### config.mk
export PLATFORM = sky130hd
export DESIGN_NAME = mips_mc_controller_flat
export DESIGN_NICKNAME = d
export VERILOG_FILES = /design/src/rtl/mips_mc_pkg.sv /design/src/rtl/mips_mc_controller_if.sv /design/src/rtl/mips_mc_controller_aludec.sv /design/src/rtl/mips_mc_controller.sv /design/src/flat_wrapper.sv
export SDC_FILE = /design/constraint.sdc
export NUM_CORES = 1
export LEC_CHECK = 0
export CAP_MARGIN = 20
export CORE_MARGIN = 1
export CORE_UTILIZATION = 40
export DETAILED_ROUTE_END_ITERATION = 12
export PLACE_DENSITY_LB_ADDON = 0.25
export SLEW_MARGIN = 20
export SYNTH_ARGS = -nofsm -noshare
export SYNTH_HDL_FRONTEND = slang
export SYNTH_HIERARCHICAL = 1
export SYNTH_SLANG_ARGS = --single-unit
### constraint.sdc
create_clock -name clk -period 2.17 [get_ports clk]
set_input_delay 0.217 -clock clk [delete_from_list [all_inputs] [get_ports clk]]
set_output_delay 0.217 -clock clk [all_outputs]
set_load 0.03 [all_outputs]
### src/rtl/mips_mc_pkg.sv
// Shared types and encodings for the multicycle MIPS controller.
// Opcodes, funct codes, mux selects and ALU operation codes live here.
package mips_mc_pkg;

    typedef logic [5:0] opcode_t;
    typedef logic [5:0] funct_t;
    typedef logic [2:0] alucontrol_t;

    typedef enum logic [3:0] {
        FETCH,
        DECODE,
        MEMADR,
        MEMRD,
        MEMWB,
        MEMWR,
        EXECUTE,
        ALUWB,
        BRANCH,
        ADDIEX,
        ADDIWB,
        JUMP
    } state_t;

    localparam opcode_t OP_RTYPE = 6'b000000;
    localparam opcode_t OP_LW    = 6'b100011;
    localparam opcode_t OP_SW    = 6'b101011;
    localparam opcode_t OP_BEQ   = 6'b000100;
    localparam opcode_t OP_ADDI  = 6'b001000;
    localparam opcode_t OP_J     = 6'b000010;
    localparam opcode_t OP_BNE   = 6'b000101;

    localparam funct_t FN_ADD = 6'b100000;
    localparam funct_t FN_SUB = 6'b100010;
    localparam funct_t FN_AND = 6'b100100;
    localparam funct_t FN_OR  = 6'b100101;
    localparam funct_t FN_SLT = 6'b101010;

    localparam logic [1:0] SRCB_B     = 2'b00;
    localparam logic [1:0] SRCB_FOUR  = 2'b01;
    localparam logic [1:0] SRCB_IMM   = 2'b10;
    localparam logic [1:0] SRCB_IMMSH = 2'b11;

    localparam logic [1:0] PCSRC_ALU    = 2'b00;
    localparam logic [1:0] PCSRC_ALUOUT = 2'b01;
    localparam logic [1:0] PCSRC_JUMP   = 2'b10;

    localparam logic [1:0] ALUOP_ADD   = 2'b00;
    localparam logic [1:0] ALUOP_SUB   = 2'b01;
    localparam logic [1:0] ALUOP_FUNCT = 2'b10;

    localparam alucontrol_t ALU_AND = 3'b000;
    localparam alucontrol_t ALU_OR  = 3'b001;
    localparam alucontrol_t ALU_ADD = 3'b010;
    localparam alucontrol_t ALU_SUB = 3'b110;
    localparam alucontrol_t ALU_SLT = 3'b111;

    function automatic logic funct_supported(input funct_t f);
        return (f == FN_ADD) || (f == FN_SUB) || (f == FN_AND) ||
               (f == FN_OR)  || (f == FN_SLT);
    endfunction

endpackage

### src/rtl/mips_mc_controller_if.sv
// Controller <-> datapath/memory bundle: instruction fields and flags in, selects and enables out.
// master = controller side, slave = datapath side.
interface mips_mc_controller_if;
    import mips_mc_pkg::*;

    opcode_t     op;
    funct_t      funct;
    logic        zero;
    logic        mem_ready;

    logic        mem_req;
    logic        memwrite;
    logic        irwrite;
    logic        iord;
    logic        regdst;
    logic        memtoreg;
    logic        regwrite;
    logic        alusrca;
    logic [1:0]  alusrcb;
    logic [1:0]  pcsrc;
    alucontrol_t alucontrol;
    logic        pcen;
    logic        illegal;
    logic        mem_timeout;

    modport master (
        input  op, funct, zero, mem_ready,
        output mem_req, memwrite, irwrite, iord, regdst, memtoreg, regwrite,
               alusrca, alusrcb, pcsrc, alucontrol, pcen, illegal, mem_timeout
    );

    modport slave (
        output op, funct, zero, mem_ready,
        input  mem_req, memwrite, irwrite, iord, regdst, memtoreg, regwrite,
               alusrca, alusrcb, pcsrc, alucontrol, pcen, illegal, mem_timeout
    );

endinterface

### src/rtl/mips_mc_controller_aludec.sv
// mc_aludec: maps the FSM's aluop (add/sub/funct) to the 3-bit ALU control.
// Latency: purely combinational; no flow control.
module mc_aludec
    import mips_mc_pkg::*;
(
    input  logic [1:0]  i_aluop,
    input  funct_t      i_funct,
    output alucontrol_t o_alucontrol
);

    always_comb begin
        o_alucontrol = ALU_ADD;
        case (i_aluop)
            ALUOP_ADD: o_alucontrol = ALU_ADD;
            ALUOP_SUB: o_alucontrol = ALU_SUB;
            ALUOP_FUNCT: begin
                case (i_funct)
                    FN_ADD:  o_alucontrol = ALU_ADD;
                    FN_SUB:  o_alucontrol = ALU_SUB;
                    FN_AND:  o_alucontrol = ALU_AND;
                    FN_OR:   o_alucontrol = ALU_OR;
                    FN_SLT:  o_alucontrol = ALU_SLT;
                    default: o_alucontrol = ALU_ADD;
                endcase
            end
            default: o_alucontrol = ALU_ADD;
        endcase
    end

endmodule

### src/rtl/mips_mc_controller.sv
// Multicycle MIPS control FSM; outputs combinational from state; MC_BNE_EN adds bne decode.
// Stalls in FETCH/MEMRD/MEMWR until mem_ready, aborting to FETCH after MEM_WAIT_MAX wait cycles.
module mips_mc_controller
    import mips_mc_pkg::*;
#(
    parameter int MEM_WAIT_MAX = 255
) (
    input  logic                 clk,
    input  logic                 reset,
    mips_mc_controller_if.master ctl
);

    state_t      r_state;
    state_t      w_state_next;
    logic [7:0]  r_wait_cnt;

    logic        w_mem_state;
    logic        w_timeout;
    logic        w_ne;
    logic        w_mem_req;
    logic        w_memwrite;
    logic        w_irwrite;
    logic        w_iord;
    logic        w_regdst;
    logic        w_memtoreg;
    logic        w_regwrite;
    logic        w_alusrca;
    logic [1:0]  w_alusrcb;
    logic [1:0]  w_pcsrc;
    logic [1:0]  w_aluop;
    logic        w_pcwrite;
    logic        w_branch;
    logic        w_illegal;
    alucontrol_t w_alucontrol;

    assign w_mem_state = (r_state == FETCH) || (r_state == MEMRD) || (r_state == MEMWR);
    // The wait that would push the counter to the limit is the last one; ready in that cycle still wins.
    assign w_timeout   = w_mem_state && !ctl.mem_ready && (r_wait_cnt == 8'(MEM_WAIT_MAX - 1));

    always_comb begin
        w_state_next = r_state;
        w_mem_req    = 1'b0;
        w_memwrite   = 1'b0;
        w_irwrite    = 1'b0;
        w_iord       = 1'b0;
        w_regdst     = 1'b0;
        w_memtoreg   = 1'b0;
        w_regwrite   = 1'b0;
        w_alusrca    = 1'b0;
        w_alusrcb    = SRCB_B;
        w_pcsrc      = PCSRC_ALU;
        w_aluop      = ALUOP_ADD;
        w_pcwrite    = 1'b0;
        w_branch     = 1'b0;
        w_illegal    = 1'b0;
        case (r_state)
            FETCH: begin
                w_mem_req = 1'b1;
                w_alusrcb = SRCB_FOUR;
                if (ctl.mem_ready) begin
                    w_irwrite    = 1'b1;
                    w_pcwrite    = 1'b1;
                    w_state_next = DECODE;
                end
            end
            DECODE: begin
                w_alusrcb = SRCB_IMMSH;
                case (ctl.op)
                    OP_LW, OP_SW: w_state_next = MEMADR;
                    OP_RTYPE: begin
                        if (funct_supported(ctl.funct)) begin
                            w_state_next = EXECUTE;
                        end else begin
                            w_illegal    = 1'b1;
                            w_state_next = FETCH;
                        end
                    end
                    OP_BEQ:  w_state_next = BRANCH;
`ifdef MC_BNE_EN
                    OP_BNE:  w_state_next = BRANCH;
`endif
                    OP_ADDI: w_state_next = ADDIEX;
                    OP_J:    w_state_next = JUMP;
                    default: begin
                        w_illegal    = 1'b1;
                        w_state_next = FETCH;
                    end
                endcase
            end
            MEMADR: begin
                w_alusrca    = 1'b1;
                w_alusrcb    = SRCB_IMM;
                w_state_next = (ctl.op == OP_LW) ? MEMRD : MEMWR;
            end
            MEMRD: begin
                w_mem_req = 1'b1;
                w_iord    = 1'b1;
                if (ctl.mem_ready)  w_state_next = MEMWB;
                else if (w_timeout) w_state_next = FETCH;
            end
            MEMWB: begin
                w_memtoreg   = 1'b1;
                w_regwrite   = 1'b1;
                w_state_next = FETCH;
            end
            MEMWR: begin
                w_mem_req  = 1'b1;
                w_iord     = 1'b1;
                w_memwrite = 1'b1;
                if (ctl.mem_ready || w_timeout) w_state_next = FETCH;
            end
            EXECUTE: begin
                w_alusrca    = 1'b1;
                w_aluop      = ALUOP_FUNCT;
                w_state_next = ALUWB;
            end
            ALUWB: begin
                w_regdst     = 1'b1;
                w_regwrite   = 1'b1;
                w_state_next = FETCH;
            end
            BRANCH: begin
                w_alusrca    = 1'b1;
                w_aluop      = ALUOP_SUB;
                w_pcsrc      = PCSRC_ALUOUT;
                w_branch     = 1'b1;
                w_state_next = FETCH;
            end
            ADDIEX: begin
                w_alusrca    = 1'b1;
                w_alusrcb    = SRCB_IMM;
                w_state_next = ADDIWB;
            end
            ADDIWB: begin
                w_regwrite   = 1'b1;
                w_state_next = FETCH;
            end
            JUMP: begin
                w_pcsrc      = PCSRC_JUMP;
                w_pcwrite    = 1'b1;
                w_state_next = FETCH;
            end
            default: w_state_next = FETCH;
        endcase
    end

    always_ff @(posedge clk or negedge reset) begin
        if (!reset) begin
            r_state    <= FETCH;
            r_wait_cnt <= '0;
        end else begin
            r_state <= w_state_next;
            if ((w_state_next != r_state) || w_timeout) begin
                r_wait_cnt <= '0;
            end else if (w_mem_state && !ctl.mem_ready) begin
                r_wait_cnt <= r_wait_cnt + 8'd1;
            end
        end
    end

`ifdef MC_BNE_EN
    logic r_ne;

    // Latched in DECODE because the branch compare happens a cycle later in BRANCH.
    always_ff @(posedge clk or negedge reset) begin
        if (!reset) begin
            r_ne <= 1'b0;
        end else if (r_state == FETCH) begin
            r_ne <= 1'b0;
        end else if (r_state == DECODE) begin
            r_ne <= (ctl.op == OP_BNE);
        end
    end

    assign w_ne = r_ne;
`else
    assign w_ne = 1'b0;
`endif

    mc_aludec u_aludec (
        .i_aluop      (w_aluop),
        .i_funct      (ctl.funct),
        .o_alucontrol (w_alucontrol)
    );

    // Every output is forced low while reset is held, independent of the clock.
    assign ctl.mem_req     = reset & w_mem_req;
    assign ctl.memwrite    = reset & w_memwrite;
    assign ctl.irwrite     = reset & w_irwrite;
    assign ctl.iord        = reset & w_iord;
    assign ctl.regdst      = reset & w_regdst;
    assign ctl.memtoreg    = reset & w_memtoreg;
    assign ctl.regwrite    = reset & w_regwrite;
    assign ctl.alusrca     = reset & w_alusrca;
    assign ctl.alusrcb     = reset ? w_alusrcb    : 2'b00;
    assign ctl.pcsrc       = reset ? w_pcsrc      : 2'b00;
    assign ctl.alucontrol  = reset ? w_alucontrol : 3'b000;
    assign ctl.pcen        = reset & (w_pcwrite | (w_branch & (ctl.zero ^ w_ne)));
    assign ctl.illegal     = reset & w_illegal;
    assign ctl.mem_timeout = reset & w_timeout;

endmodule

### src/flat_wrapper.sv
// flat-port wrapper written by rule: the top's interface ports become plain ports
module mips_mc_controller_flat import mips_mc_pkg::*;
#(
    parameter int MEM_WAIT_MAX = 255
)
  (clk, reset, ctl_op, ctl_funct, ctl_zero, ctl_mem_ready, ctl_mem_req, ctl_memwrite, ctl_irwrite, ctl_iord, ctl_regdst, ctl_memtoreg, ctl_regwrite, ctl_alusrca, ctl_alusrcb, ctl_pcsrc, ctl_alucontrol, ctl_pcen, ctl_illegal, ctl_mem_timeout);
  mips_mc_controller_if ctl_i ();
  input  logic clk;
  input  logic reset;
  input wire logic [$bits(ctl_i.op)-1:0] ctl_op;
  input wire logic [$bits(ctl_i.funct)-1:0] ctl_funct;
  input wire logic [$bits(ctl_i.zero)-1:0] ctl_zero;
  input wire logic [$bits(ctl_i.mem_ready)-1:0] ctl_mem_ready;
  output wire logic [$bits(ctl_i.mem_req)-1:0] ctl_mem_req;
  output wire logic [$bits(ctl_i.memwrite)-1:0] ctl_memwrite;
  output wire logic [$bits(ctl_i.irwrite)-1:0] ctl_irwrite;
  output wire logic [$bits(ctl_i.iord)-1:0] ctl_iord;
  output wire logic [$bits(ctl_i.regdst)-1:0] ctl_regdst;
  output wire logic [$bits(ctl_i.memtoreg)-1:0] ctl_memtoreg;
  output wire logic [$bits(ctl_i.regwrite)-1:0] ctl_regwrite;
  output wire logic [$bits(ctl_i.alusrca)-1:0] ctl_alusrca;
  output wire logic [$bits(ctl_i.alusrcb)-1:0] ctl_alusrcb;
  output wire logic [$bits(ctl_i.pcsrc)-1:0] ctl_pcsrc;
  output wire logic [$bits(ctl_i.alucontrol)-1:0] ctl_alucontrol;
  output wire logic [$bits(ctl_i.pcen)-1:0] ctl_pcen;
  output wire logic [$bits(ctl_i.illegal)-1:0] ctl_illegal;
  output wire logic [$bits(ctl_i.mem_timeout)-1:0] ctl_mem_timeout;
  assign ctl_i.op = ctl_op;
  assign ctl_i.funct = ctl_funct;
  assign ctl_i.zero = ctl_zero;
  assign ctl_i.mem_ready = ctl_mem_ready;
  assign ctl_mem_req = ctl_i.mem_req;
  assign ctl_memwrite = ctl_i.memwrite;
  assign ctl_irwrite = ctl_i.irwrite;
  assign ctl_iord = ctl_i.iord;
  assign ctl_regdst = ctl_i.regdst;
  assign ctl_memtoreg = ctl_i.memtoreg;
  assign ctl_regwrite = ctl_i.regwrite;
  assign ctl_alusrca = ctl_i.alusrca;
  assign ctl_alusrcb = ctl_i.alusrcb;
  assign ctl_pcsrc = ctl_i.pcsrc;
  assign ctl_alucontrol = ctl_i.alucontrol;
  assign ctl_pcen = ctl_i.pcen;
  assign ctl_illegal = ctl_i.illegal;
  assign ctl_mem_timeout = ctl_i.mem_timeout;
  mips_mc_controller #(.MEM_WAIT_MAX(MEM_WAIT_MAX)) u_core (.clk(clk), .reset(reset), .ctl(ctl_i));
endmodule
==> metrics <==
num rows=20; Routability Congestion=about 0.84; GRT Resource Usage Total=between 20% and 30%; multi-input logic area=around 1100 sq um; Starting DRT DRC Count=74; Clock Latency Late Sink=around 0.27 ns; largest net degree at the start of global routing=14; Synth Warn #=6; Yosys cell types=49; port buffer count=33; sequential cell area=around 310 sq um; antenna cells=0; Post-Layout Cell Count=around 270; layout cells sized above 1=~38%; crit share post-route=102%; Slew @ Worst Pin=around 0.33 ns; cell count after synthesis=166; overall power=0.00175 W; Post-synth EDFFs=0; Final Cell Area=2040 sq um; total wire length=4520 microns; CP Class=reg2out; minimum clock period=2.21 ns; initial antenna violation count=0; vias in the first global route=1527; worst path buffer plus inverter count=4; Peak VDD IR=slightly above 0.4 mV; leakage power total=around 0.91 nW; vias per inst=between 5 and 6; Pwr Density=about 860 nW/um^2; Area after DPL=1800 sq um; area delta synth->final=55.0%; Synthesized Nets=186; Post-synth ARST share=between 90% and 100%; RSZ-0062 raised after global routing=yes; Seq cells post-synth=12; CTS tree=done; CTS root buf=clkbuf_4; sequential fraction of the synthesis area=around 23%; CTS H-tree lvls=1; violated checks=negative setup slack; Synth Flop Type=dfrtp_1; nets=approximately 250; first-pass GRT wire length=6960 microns; DR pass1 iterations=4; final setup violation count=1; Crit path max-delay family=simple AND/OR/NAND/NOR gates; peak fanout along the critical path=3; Overflow after GRT=0; # clock sinks=12; die area=roughly 3500 sq um; Avg WL per Cell=16.6 microns; drt drc=0; status=complete, but fails checks; max-slew violations=0; Final ANT Viol Nets=0; total CTS buffers=3; crit end category=primary output; DIE HEIGHT=roughly 59 microns; setup TNS=-0.0405 ns; Hold Crit Class=in2async; slowest stage delay, CP=about 0.43 ns; Core Area=~3100 sq um; cell area after synthesis=around 1300 sq um; Slowest-stage cell, CP=dfrtp_2; io pins=34; max_cap viols=0; Slew headroom=between 70 and 80%; HPWL Detailed=between 3000 and 4000 microns; CP most frequent cell=buf_4; Starting Density=42.7%; placed cells=approximately 260; Fin. Hold Viols=0; Setup WS post-layout=-0.0405 ns; crit start category=register; Vias=1563; filler instances=between 200 and 300; Clock Tree Buf Depth=2; Clock Skew=roughly 0.00057 ns; Avg Cell Area, Syn=approximately 8 sq um; Critical Path AT=1.99 ns; fmax=approximately 450 MHz; WP data required=between 1.5 and 2 ns; CP cell instances=inv_2, nand2_2, nor3_4, buf_4, buf_4, ha_4, nor2_1, a31oi_1, and2_1, buf_6; Die Width=just under 60 microns; clock slew at reported path FFs=about 0.070 ns
## flip-flops by register name, indices dropped and copies added (netlist names)
register           cells
u_core/r_wait_cnt      8
u_core/r_state         4
## Yosys cell counts (all sizes together) (4+ instances only)
library cell  count  share of area (%)
a21oi             6                3.1
and2              5                2.4
nand2            11                3.1
nand2b            5                2.4
nand4             6                2.9
buf               5                1.9
ha                4                3.8
xor2              8                5.3
o21ai             4                1.5
inv              12                3.4
dfrtp            12                 23
nand4bb           4                3.8
nor2             17                4.9
nor4b             4                3.1
nor3              8                3.0
nand3             5                2.9
a211oi           10                6.1
## power breakdown
part	total, W	switching [W]	internal [W]
clock network	0.000134	0.0000700	0.0000642
registers	0.000321	0.0000570	0.000264
logic	0.00130	0.000745	0.000550
total	0.00175	0.000872	0.000878
## timing repair
item / in CTS / in global routing
pin swaps: 7 / 7
setup buffers: 9 / 3
hold buffers: 0 / 0
hold endpoints to repair: 0 / 0
setup endpoints to repair: 5 / 8
resized for setup: 20 / 16
## placed cells by master (no fill, tap or decap), types with 4 or more instances in the layout
| master | n |
|---|---|
| dfrtp_1 | 8 |
| clkdlybuf4s50_1 | 15 |
| nand4_1 | 6 |
| dfrtp_2 | 4 |
| o21ai_0 | 4 |
| a21oi_1 | 4 |
| nor3_1 | 6 |
| buf_4 | 49 |
| a211oi_1 | 8 |
| xor2_1 | 7 |
| nor2_1 | 16 |
| nand2b_1 | 4 |
| inv_1 | 8 |
| nand2_1 | 9 |
| nand3_1 | 4 |
| inv_2 | 4 |
## per-stage QoR
stage | hold slack, ns | worst slack [ns] | utilization [%]
after CTS | 0.532 | -0.0156 | 63.8
final | 0.547 | -0.0405 | 66.2
after detailed placement | 0.568 | -0.357 | 58.6
after floorplan | -0.0786 | 0.0210 | -
after global placement | 0.555 | -0.264 | 58.6
after global routing | 0.552 | -0.0411 | 66.2
## cell families after synthesis
| kind of cell | Yosys count | synth area share, % |
|---|---|---|
| AO/OA/AOI/OAI | 37 | 21.5 |
| XOR/XNOR | 10 | 6.66 |
| adder cells (fa/ha/maj) | 4 | 3.81 |
| buffers and inverters | 20 | 6.18 |
| flip-flops | 12 | 22.8 |
| multiplexers | 2 | 1.52 |
| AND/OR/NAND/NOR | 81 | 37.5 |
## metal layers
layer	wire length, microns	global-route usage (%)	share of wire, %	up-vias
li1	-	-	-	740
met1	1870	33.7	41	767
met2	2380	46.1	53	52
met3	231	2.40	5.1	4
met4	38	7.48	0.84	0
met5	0	0	0	-
## final timing paths
kind / cells after the start / slack [ns] / end / start
setup / recovery: 10 / -0.04 / ctl_alucontrol[1] / u_core/r_state[2]$_DFF_PN0_
hold / removal: 3 / 0.55 / u_core/r_state[3]$_DFF_PN0_ / reset
setup reg to reg: 6 / 0.07 / u_core/r_wait_cnt[2]$_DFFE_PN0P_ / u_core/r_state[2]$_DFF_PN0_
hold reg to reg: 1 / 0.55 / u_core/r_state[3]$_DFF_PN0_ / u_core/r_state[1]$_DFF_PN0_
max in group asynchronous: 3 / 1.45 / u_core/r_state[0]$_DFF_PN0_ / reset
min in group clk: 1 / 0.55 / u_core/r_state[3]$_DFF_PN0_ / u_core/r_state[1]$_DFF_PN0_
## area by class of cell
| type | instances | area share, % |
|---|---|---|
| multi-input combinational | 134 | 51.7 |
| timing repair buffer | 68 | 27.3 |
| sequential | 12 | 15.0 |
| tap | 44 | 2.70 |
| inverter | 12 | 2.21 |
| clock buffer | 3 | 1.10 |
## worst min-delay path: stages
cell             delay (ns)
clkdlybuf4s50_1        0.54
buf_4                  0.19
buf_4                  0.23
Note: power is estimated with default switching activity, not from simulation.
